<file path="config.mk">
export PLATFORM = sky130hd
export DESIGN_NAME = write_queue_ctrl
export DESIGN_NICKNAME = d
export VERILOG_FILES = /design/src/rtl/wq_pkg.sv /design/src/rtl/write_queue_fifo.sv /design/src/rtl/write_queue_ctrl.sv
export SDC_FILE = /design/constraint.sdc
export NUM_CORES = 1
export LEC_CHECK = 0
export CORE_ASPECT_RATIO = 1.75
export CORE_UTILIZATION = 45
export DETAILED_ROUTE_END_ITERATION = 6
export SYNTH_ARGS = -nofsm -noshare
export SYNTH_HDL_FRONTEND = slang
export SYNTH_HIERARCHICAL = 1
export SYNTH_SLANG_ARGS = --single-unit
</file>
<file path="constraint.sdc">
create_clock -name clk -period 9.49 [get_ports clk]
set_clock_uncertainty 0.15 [all_clocks]
set_input_delay 1.898 -clock clk [delete_from_list [all_inputs] [get_ports clk]]
set_output_delay 1.898 -clock clk [all_outputs]
set_load 0.02 [all_outputs]
</file>
<file path="src/rtl/wq_pkg.sv">
// Shared types and sizes for the store write queue.
// Queue entries pack {addr, data} with the address in the upper half.
package wq_pkg;

  localparam int WQ_DEPTH = 8;
  localparam int ADDR_W   = 32;
  localparam int DATA_W   = 32;
  localparam int PTR_W    = 3;
  localparam int ENTRY_W  = ADDR_W + DATA_W;

  typedef enum logic [1:0] {
    IDLE  = 2'd0,
    DRAIN = 2'd1,
    LOAD  = 2'd2
  } wq_state_e;

endpackage

</file>
<file path="src/rtl/write_queue_fifo.sv">
// 8-entry store FIFO with a registered head read.
// Caller guarantees no push when full and no pop when empty.
module write_queue_fifo
  import wq_pkg::*;
(
  input  logic               clk,
  input  logic               reset,
  input  logic               i_wr_en,
  input  logic [ENTRY_W-1:0] i_wdata,
  input  logic               i_rd_en,
  output logic [ENTRY_W-1:0] o_rdata
);

  logic [ENTRY_W-1:0] r_mem [WQ_DEPTH];
  logic [PTR_W-1:0]   r_wptr;
  logic [PTR_W-1:0]   r_rptr;
  logic [PTR_W-1:0]   w_rptr_nxt;
  logic [ENTRY_W-1:0] r_rdata;

  // Read ahead from the post-pop pointer so the head is fresh
  // in the cycle right after a pop.
  assign w_rptr_nxt = i_rd_en ? r_rptr + PTR_W'(1) : r_rptr;
  assign o_rdata    = r_rdata;

  always_ff @(posedge clk) begin
    if (i_wr_en) r_mem[r_wptr] <= i_wdata;
  end

  always_ff @(posedge clk or negedge reset) begin
    if (!reset) begin
      r_wptr  <= '0;
      r_rptr  <= '0;
      r_rdata <= '0;
    end else begin
      if (i_wr_en) r_wptr <= r_wptr + PTR_W'(1);
      r_rptr  <= w_rptr_nxt;
      r_rdata <= r_mem[w_rptr_nxt];
    end
  end

endmodule

</file>
<file path="src/rtl/write_queue_ctrl.sv">
// Store write queue with in-order drain and load hazard ordering.
// Loads wait for older same-address stores; no data forwarding.
module write_queue_ctrl
  import wq_pkg::*;
#(
  parameter int DRAIN_THRESH = 6
) (
  input  logic              clk,
  input  logic              reset,
  input  logic              st_req,
  input  logic [ADDR_W-1:0] st_addr,
  input  logic [DATA_W-1:0] st_data,
  output logic              st_stall,
  input  logic              ld_req,
  input  logic [ADDR_W-1:0] ld_addr,
  output logic [DATA_W-1:0] ld_data,
  output logic              ld_done,
  output logic              mem_req,
  output logic              mem_wen,
  output logic [ADDR_W-1:0] mem_addr,
  output logic [DATA_W-1:0] mem_wdata,
  input  logic [DATA_W-1:0] mem_rdata,
  input  logic              mem_ready,
  output logic [3:0]        wq_count,
  output logic              wq_empty
);

  localparam logic [3:0] THR  = 4'(DRAIN_THRESH);
  localparam logic [3:0] FULL = 4'(WQ_DEPTH);

  wq_state_e r_state;
  wq_state_e w_next;

  logic [3:0]         r_count;
  logic               r_push_d1;
  logic               r_push_d2;
  logic [ADDR_W-1:0]  r_sh_addr [WQ_DEPTH];
  logic [WQ_DEPTH-1:0] r_sh_vld;
  logic [PTR_W-1:0]   r_sh_head;
  logic [PTR_W-1:0]   r_sh_tail;

  logic               r_mem_req;
  logic               r_mem_wen;
  logic [ADDR_W-1:0]  r_mem_addr;
  logic [DATA_W-1:0]  r_mem_wdata;

  logic               w_full;
  logic               w_push;
  logic               w_pop;
  logic               w_ld_fin;
  logic               w_hazard;
  logic               w_head_ok;
  logic [3:0]         w_recent;
  logic [ENTRY_W-1:0] w_head;

  assign w_full   = (r_count == FULL);
  assign w_push   = st_req && !w_full;
  assign w_pop    = (r_state == DRAIN) && mem_ready;
  assign w_ld_fin = (r_state == LOAD) && mem_ready;

  // Entries pushed in the last two cycles are not yet visible
  // at the FIFO read port.
  assign w_recent  = {3'b0, r_push_d1} + {3'b0, r_push_d2};
  assign w_head_ok = (r_count > w_recent);

  always_comb begin
    w_hazard = 1'b0;
    for (int i = 0; i < WQ_DEPTH; i++) begin
      if (r_sh_vld[i] && (r_sh_addr[i] == ld_addr)) w_hazard = 1'b1;
    end
  end

  write_queue_fifo u_fifo (
    .clk     (clk),
    .reset   (reset),
    .i_wr_en (w_push),
    .i_wdata ({st_addr, st_data}),
    .i_rd_en (w_pop),
    .o_rdata (w_head)
  );

  always_ff @(posedge clk or negedge reset) begin
    if (!reset) r_state <= IDLE;
    else        r_state <= w_next;
  end

  always_comb begin
    w_next = r_state;
    unique case (r_state)
      IDLE: begin
        if (w_head_ok && (r_count >= THR))     w_next = DRAIN;
        else if (ld_req && !w_hazard)          w_next = LOAD;
        else if (ld_req && w_head_ok)          w_next = DRAIN;
        else if (!ld_req && w_head_ok)         w_next = DRAIN;
      end
      DRAIN:   if (mem_ready) w_next = IDLE;
      LOAD:    if (mem_ready) w_next = IDLE;
      default: w_next = IDLE;
    endcase
  end

  always_ff @(posedge clk or negedge reset) begin
    if (!reset) begin
      r_mem_req   <= 1'b0;
      r_mem_wen   <= 1'b0;
      r_mem_addr  <= '0;
      r_mem_wdata <= '0;
    end else if (r_state == IDLE && w_next == DRAIN) begin
      r_mem_req   <= 1'b1;
      r_mem_wen   <= 1'b1;
      r_mem_addr  <= w_head[ENTRY_W-1:DATA_W];
      r_mem_wdata <= w_head[DATA_W-1:0];
    end else if (r_state == IDLE && w_next == LOAD) begin
      r_mem_req   <= 1'b1;
      r_mem_wen   <= 1'b0;
      r_mem_addr  <= ld_addr;
    end else if (w_pop || w_ld_fin) begin
      r_mem_req   <= 1'b0;
      r_mem_wen   <= 1'b0;
    end
  end

  always_ff @(posedge clk or negedge reset) begin
    if (!reset) begin
      r_count   <= '0;
      r_push_d1 <= 1'b0;
      r_push_d2 <= 1'b0;
    end else begin
      r_push_d1 <= w_push;
      r_push_d2 <= r_push_d1;
      unique case ({w_push, w_pop})
        2'b10:   r_count <= r_count + 4'd1;
        2'b01:   r_count <= r_count - 4'd1;
        default: r_count <= r_count;
      endcase
    end
  end

  always_ff @(posedge clk or negedge reset) begin
    if (!reset) begin
      r_sh_vld  <= '0;
      r_sh_head <= '0;
      r_sh_tail <= '0;
      for (int i = 0; i < WQ_DEPTH; i++) r_sh_addr[i] <= '0;
    end else begin
      if (w_push) begin
        r_sh_addr[r_sh_tail] <= st_addr;
        r_sh_vld[r_sh_tail]  <= 1'b1;
        r_sh_tail            <= r_sh_tail + PTR_W'(1);
      end
      if (w_pop) begin
        r_sh_vld[r_sh_head] <= 1'b0;
        r_sh_head           <= r_sh_head + PTR_W'(1);
      end
    end
  end

  assign st_stall  = w_full;
  assign wq_count  = r_count;
  assign wq_empty  = (r_count == 4'd0);
  assign mem_req   = r_mem_req;
  assign mem_wen   = r_mem_wen;
  assign mem_addr  = r_mem_addr;
  assign mem_wdata = r_mem_wdata;
  assign ld_done   = w_ld_fin;
  assign ld_data   = w_ld_fin ? mem_rdata : '0;

endmodule
</file>
==> impl_metrics.csv, run 1 <==
group,metric,value,unit
clock_tree,post_cts_buffers,0,
timing,rsz0062_at_grt,"no",
clock_tree,cts_buffers,88,
timing,hold_viol,0,
route,firstDrtPassIters,5,
synthesis,syn_avg_cell_area,16.4,µm²
finish,fillers,7642,
finish,areaGrowthSynthToFinish,14.5,%
global_route,antenna_found_initial,5,
clock_tree,cts_root_buffer,"clkbuf_16",
timing,finalMaxSlewViolations,0,
timing,period_share,67.2,%
route,wl_per_cell,31.3,µm
finish,fin_nets,2924,
global_route,grt_util_all_layers,26.9,%
power_and_ir_drop,p_switching,5790,µW
clock_tree,clock_path_buffers,3,
critical_path,endpoint_kind,"flip-flop",
critical_path,crit_chain,"clkdlybuf4s50_1 > xor2_1 > nor4_1 > nand4_1 > o31ai_4 > inv_1 > and4_4 > nor2_4 > buf_4 > buf_4 > o311ai_2",
timing,finalSetupTns,0,ps
finish,design_area,48700,µm²
power_and_ir_drop,p_int,10600,µW
finish,layout-drive-gt1-share,26.9,%
die,dieHeight,409,µm
route,wl_met3,7160,µm
power_and_ir_drop,power_frac_seq,39.2,%
timing,setup_violations,0,
power_and_ir_drop,power.share.clock,21.3,%
timing,worst-slew-pin-transition,1200,ps
clock_tree,clock-sinks,926,
critical_path,crit_path_start_kind,"primary input",
die,start_util,45.6,%
route,drc,0,
synthesis,synth_seq_area_share,60.5,%
synthesis,synth_ff_type,"edfxtp_1",
placed_design,port_buffers,237,
placed_design,placed_area,45900,µm²
die,num_rows,148,
flow_run,cap_violations,0,
synthesis,syn_nets,2741,
route,top_layer,"met4",
clock_tree,hold_buffers,0,
global_route,grt_pass1_vias,26952,
critical_path,worst_path_largest_cell_delay,960,ps
critical_path,critPathKind,"in -> reg",
power_and_ir_drop,netSwitchingFraction,35.4,%
timing,period_needed,6380,ps
route,wl_met1,47600,µm
synthesis,synthCells,2593,
power_and_ir_drop,p_leak,0.0174,µW
critical_path,critPathSlowestCell,"nor4_1",
synthesis,synth_edf_count,512,
finish,multi_input_area,15600,µm²
clock_tree,clock_latency,690,ps
synthesis,ys_types,56,
route,wl_met2,65000,µm
power_and_ir_drop,p_per_area,336,nW/µm²
route,vias,25139,
clock_tree,path_clk_slew,60,ps
clock_tree,cts_max_level,3,
synthesis,synth-warning-count,6,
timing,hold_ws,242,ps
clock_tree,cts_resized,0,
global_route,overflow,0,
die,core,93300,µm²
finish,seqCellArea,25700,µm²
placed_design,gp_congestion,0.878,
power_and_ir_drop,ir_drop,0.000397,V
synthesis,syn-cell-area,42500,µm²
timing,max_freq,0.157,GHz
critical_path,required,9860,ps
worst_hold_path,hold_class,"reg -> reg",
placed_design,dp_hpwl,77800,µm
die,ios,238,
route,drt-vias-per-instance,6.20,
run_status,status,"complete, no violations",
critical_path,crit_fanout,35,
route,antenna_left,0,
critical_path,cpMostUsedCell,"buf_4",
critical_path,crit_arrival,6750,ps
die,die-area,95800,µm²
synthesis,yosys_register_bits,926,
synthesis,async_reset_ff_share,44.7,%
route,drt-total-wl,127000,µm
power_and_ir_drop,combinationalPowerShare,39.5,%
route,drt_iter0_markers,1914,
clock_tree,tritoncts,"built",
timing,slew_headroom,19.8,%
global_route,grt_max_degree,155,
global_route,grt_pass1_wl,184000,µm
die,fp.dieW,234,µm
final timing paths:
check	from	to	slack, ps	depth (start not counted)
worst max-delay path	ld_addr[9]	mem_addr[9]$_DFFE_PN0P_	3110	11
worst min-delay path	r_push_d1$_DFF_PN0_	r_push_d2$_DFF_PN0_	240	0
worst max register to register	r_sh_addr[115]$_DFFE_PN0P_	mem_addr[9]$_DFFE_PN0P_	4940	10
worst min register to register	r_push_d1$_DFF_PN0_	r_push_d2$_DFF_PN0_	240	0
max in group asynchronous	reset	r_sh_addr[11]$_DFFE_PN0P_	6030	3
min in group asynchronous	reset	u_fifo/o_rdata[6]$_DFF_PN0_	1050	1
worst max-delay path, delay by kind of cell:
family | cells | cell delay (ps)
AND/OR/NAND/NOR | 4 | 1840
AO/OA/AOI/OAI | 2 | 530
XOR/XNOR | 1 | 350
buffers and inverters | 4 | 2050
power by group through the flow:
stage	Sequential [µW]	Clock (µW)	Combinational (µW)
after floorplan	6300	0	4550
after global placement	6410	0	6400
after detailed placement	6470	0	6510
after CTS	6400	3550	6530
after global routing	6530	3700	6870
final	6410	3480	6450
cells in the mapped netlist (2+ instances only):
cell type  number  area (µm²)
a21oi_1         9        45.0
a22oi_1        64         480
and3_1         32         200
buf_1          14        52.6
buf_2          38         190
buf_4          15         113
buf_6          37         417
clkbuf_1       98         368
dfrtp_1       414       10400
edfxtp_1      512       15400
ha_1           14         175
inv_1          48         180
mux2_1         32         360
mux2_2        259        2920
mux4_2        256        5770
nand2_1        27         101
nand2b_1        9        56.3
nand3_1       106         531
nand4_1       100         626
nor2_1         18        67.6
nor2b_1         3        18.8
nor3_1         19        95.1
nor4_1         39         244
o211ai_1       64         480
o21ai_0        30         150
o21ai_1         5        25.0
o311ai_1        3        26.3
o311ai_2       28         455
o32a_1          3        30.0
or2_2           3        18.8
or3_1           3        18.8
or4_1           2        15.0
xnor2_1       117        1020
xor2_1        150        1310
cells in the final DEF (no fill, tap or decap), types with 3 or more instances in the layout:
| cell | instances |
|---|---|
| or3_1 | 3 |
| mux4_2 | 256 |
| dfrtp_1 | 412 |
| inv_6 | 3 |
| a22oi_1 | 64 |
| clkinv_1 | 9 |
| nor3_1 | 13 |
| edfxtp_1 | 512 |
| xnor2_1 | 117 |
| nor3_2 | 6 |
| clkbuf_8 | 17 |
| o211ai_1 | 64 |
| buf_4 | 55 |
| nor2_4 | 8 |
| o311ai_1 | 3 |
| o21ai_0 | 30 |
| nor4_1 | 39 |
| o21ai_1 | 5 |
| clkbuf_16 | 89 |
| nor2_1 | 11 |
| o311ai_2 | 28 |
| o32a_1 | 3 |
| buf_12 | 3 |
| nand3_1 | 106 |
| nand2_1 | 27 |
| nand4_1 | 100 |
| or2_2 | 4 |
| clkdlybuf4s50_1 | 236 |
| and3_1 | 32 |
| inv_1 | 47 |
| nand2b_1 | 9 |
| mux2_2 | 259 |
| xor2_1 | 150 |
| mux2_1 | 32 |
| a21oi_1 | 9 |
| clkinv_2 | 16 |
| ha_1 | 13 |
| clkbuf_1 | 26 |
| diode_2 | 4 |
per-stage QoR:
step	setup WS [ps]	utilization, %	std cells	power [µW]
after global placement	2410	49.1	3886	12800
after detailed placement	2390	49.1	3886	13000
after global routing	3070	52.2	4052	17100
final	3110	52.2	4056	16300
after CTS	3110	52.2	4052	16500
after floorplan	2020	-	2593	10900
kinds of logic after synthesis:
| group | synth area share (%) |
|---|---|
| AOI/OAI and AO/OA | 4.23 |
| xor gates and xnor gates | 5.50 |
| adders and majority gates | 0.459 |
| buffers and inverters | 3.10 |
| DFF | 60.5 |
| muxes | 21.3 |
| and+or+nand+nor | 4.90 |
layer usage:
metal	vias to the layer above	global-route usage (%)
met1	13458	32.4
met5	-	0
li1	10525	-
met3	235	3.94
met2	921	45.9
met4	0	14.8
state kept, by name, summed over array words and instances (netlist names), named ones only:
| register | flops |
|---|---|
| mem_req | 1 |
| r_push_d1 | 1 |
| u_fifo/r_mem | 512 |
| u_fifo/o_rdata | 64 |
| u_fifo/r_rptr | 2 |
| r_sh_vld | 8 |
| mem_wen | 1 |
| mem_addr | 32 |
| r_sh_tail | 3 |
| r_sh_head | 3 |
| wq_count | 4 |
| u_fifo/r_wptr | 3 |
| mem_wdata | 32 |
| r_state | 2 |
| r_push_d2 | 1 |
| r_sh_addr | 256 |
cell type report:
type | count | share of cell area, %
clock inverter | 34 | 0.534
tap | 1200 | 3.08
multi-input combinational | 1417 | 32.0
inverter | 48 | 0.375
sequential | 926 | 52.9
timing repair buffer | 295 | 5.85
antenna | 4 | 0.0206
clock buffer | 132 | 5.25
(Power assumes the default switching activity.)
==> inputs of run 2 (changes only) <==
==> constraint.sdc (replaced) <==
create_clock -name clk -period 6.25 [get_ports clk]
set_clock_uncertainty 0.15 [all_clocks]
set_input_delay 1.25 -clock clk [delete_from_list [all_inputs] [get_ports clk]]
set_output_delay 1.25 -clock clk [all_outputs]
set_load 0.02 [all_outputs]
==> run 2 against run 1 <==
  * Via count grew 0.93%
  * Sequential share of layout area is 0.39 points lower
  * Combinational power increased by 58%
  * Sequential power up 52%
==> impl_metrics.csv, run 2 (synthesis gave the netlist of run 1 again) <==
group,metric,value,unit
timing,period_needed,5050,ps
critical_path,required,6640,ps
finish,fillers,7644,
placed_design,dp_hpwl,82800,µm
route,antenna_left,0,
finish,utilization,52.6,%
die,dieHeight,409,µm
clock_tree,path_clk_slew,70,ps
global_route,use_met3,4.04,%
clock_tree,cts_root_buffer,"clkbuf_16",
route,wl_per_cell,31.6,µm
route,drt-vias-per-instance,6.22,
global_route,antenna_found_initial,4,
run_status,status,"complete, no violations",
power_and_ir_drop,p_leak,0.0176,µW
critical_path,crit_arrival,5450,ps
die,core,93300,µm²
route,vias,25373,
die,fp.dieW,234,µm
die,ios,238,
power_and_ir_drop,ir_drop,0.000379,V
critical_path,crit_path_start_kind,"primary input",
timing,worst-slew-pin-transition,1400,ps
global_route,overflow,0,
placed_design,gp_congestion,0.939,
timing,finalMaxSlewViolations,0,
timing,worst_slack,1200,ps
die,num_rows,148,
placed_design,port_buffers,237,
timing,period_share,80.9,%
finish,largest_reg_flops,512,
global_route,grt_max_degree,131,
route,drc,0,
global_route,grt_use_met2,45.9,%
finish,layout-drive-gt1-share,27.6,%
timing,rsz0062_at_grt,"no",
route,drt_iter0_markers,1746,
route,firstDrtPassIters,5,
global_route,met1_usage,32.4,%
global_route,grt_pass1_wl,188000,µm
timing,hold_viol,0,
clock_tree,tritoncts,"built",
route,drt-total-wl,129000,µm
clock_tree,hold_buffers,0,
clock_tree,clock-sinks,926,
clock_tree,cts_buffers,86,
clock_tree,clock_latency,680,ps
critical_path,crit_fanout,46,
clock_tree,cts_max_level,3,
timing,finalSetupTns,0,ps
global_route,busiest_layer,"met2",
clock_tree,cts_resized,0,
placed_design,pre_cts_slack,643,ps
global_route,grt_pass1_vias,27206,
worst_hold_path,hold_class,"reg -> reg",
die,start_util,45.6,%
timing,slew_headroom,5.51,%
die,die-area,95800,µm²
critical_path,critPathKind,"in -> reg",
critical_path,endpoint_kind,"flip-flop",
finish,mostFrequentLayoutCells,"512 x edfxtp_1, 412 x dfrtp_1, 259 x mux2_2",
clock_tree,clock_path_buffers,3,
finish,fin_nets,2950,
finish,top_register,"u_fifo/r_mem",
clock_tree,post_cts_buffers,0,
timing,setup_violations,0,
global_route,grt_util_all_layers,27.5,%
finish,mostFrequentLayoutCell,"edfxtp_1",
flow_run,cap_violations,0,
finish,areaGrowthSynthToFinish,15.4,%
power_and_ir_drop,power.total,25100,µW
timing,hold_ws,241,ps
timing,max_freq,0.198,GHz
power_and_ir_drop,p_per_area,511,nW/µm²
[run 2: cell count changes in the layout (fill, tap and decap cells not counted), moves of 3 or more]
| cell | change |
|---|---|
| clkinv_2 | -5 |
| clkbuf_8 | -12 |
| clkinvlp_4 | +8 |
| buf_4 | +10 |
| buf_12 | +18 |
| clkbuf_1 | -3 |
| clkinv_4 | +5 |
[run 2: per-stage QoR]
| stage | cell area (µm²) | instances |
|---|---|---|
| floorplan | 42500 | 2593 |
| global placement | 46300 | 3914 |
| detailed placement | 46300 | 3914 |
| CTS | 49000 | 4074 |
| global route | 49100 | 4076 |
| finish | 49100 | 4077 |
[run 2: per-layer routing]
layer  vias up  wire length (µm)
met5         -                 9
met4         2              9760
met3       305              6150
met2       930             65400
met1     13545             47300
li1      10591                 -
[run 2: final cells by class]
class | count | area (µm²) | share of cell area, %
diodes | 3 | 7.51 | 0.0153
repair buffers | 323 | 3290 | 6.70
clock inverters | 45 | 397 | 0.809
flip-flops and latches | 926 | 25700 | 52.5
clock buffers | 115 | 2330 | 4.75
inverters | 48 | 183 | 0.372
well taps | 1200 | 1500 | 3.06
multi-input cells | 1417 | 15600 | 31.8
[run 2: worst paths after layout]
path	depth (start not counted)	to	slack, ps	from
worst max-delay path	10	mem_wdata[30]$_DFFE_PN0N_	1200	ld_addr[2]
worst max register to register	13	mem_addr[1]$_DFFE_PN0P_	2230	r_push_d1$_DFF_PN0_
min in group asynchronous	1	u_fifo/o_rdata[41]$_DFF_PN0_	480	reset
worst min register to register	0	r_push_d2$_DFF_PN0_	240	r_push_d1$_DFF_PN0_
worst min-delay path	0	r_push_d2$_DFF_PN0_	240	r_push_d1$_DFF_PN0_
max in group asynchronous	2	r_sh_addr[49]$_DFFE_PN0P_	4160	reset
[run 2: power breakdown]
group          internal [µW]  switching [µW]  leakage (µW)
Combinational           4840            5320       0.00664
Clock                   2820            2360       0.00131
Sequential              8390            1350       0.00961
Total                  16000            9040        0.0176
[run 2: critical path, cell delays in order]
cell             delay [ps]
clkdlybuf4s50_1         840
xor2_1                  330
nor4_1                 1140
nand3_1                 150
or4_1                   480
o211a_2                 160
and4_4                  180
nor2_4                  120
buf_12                  270
mux2_1                  370
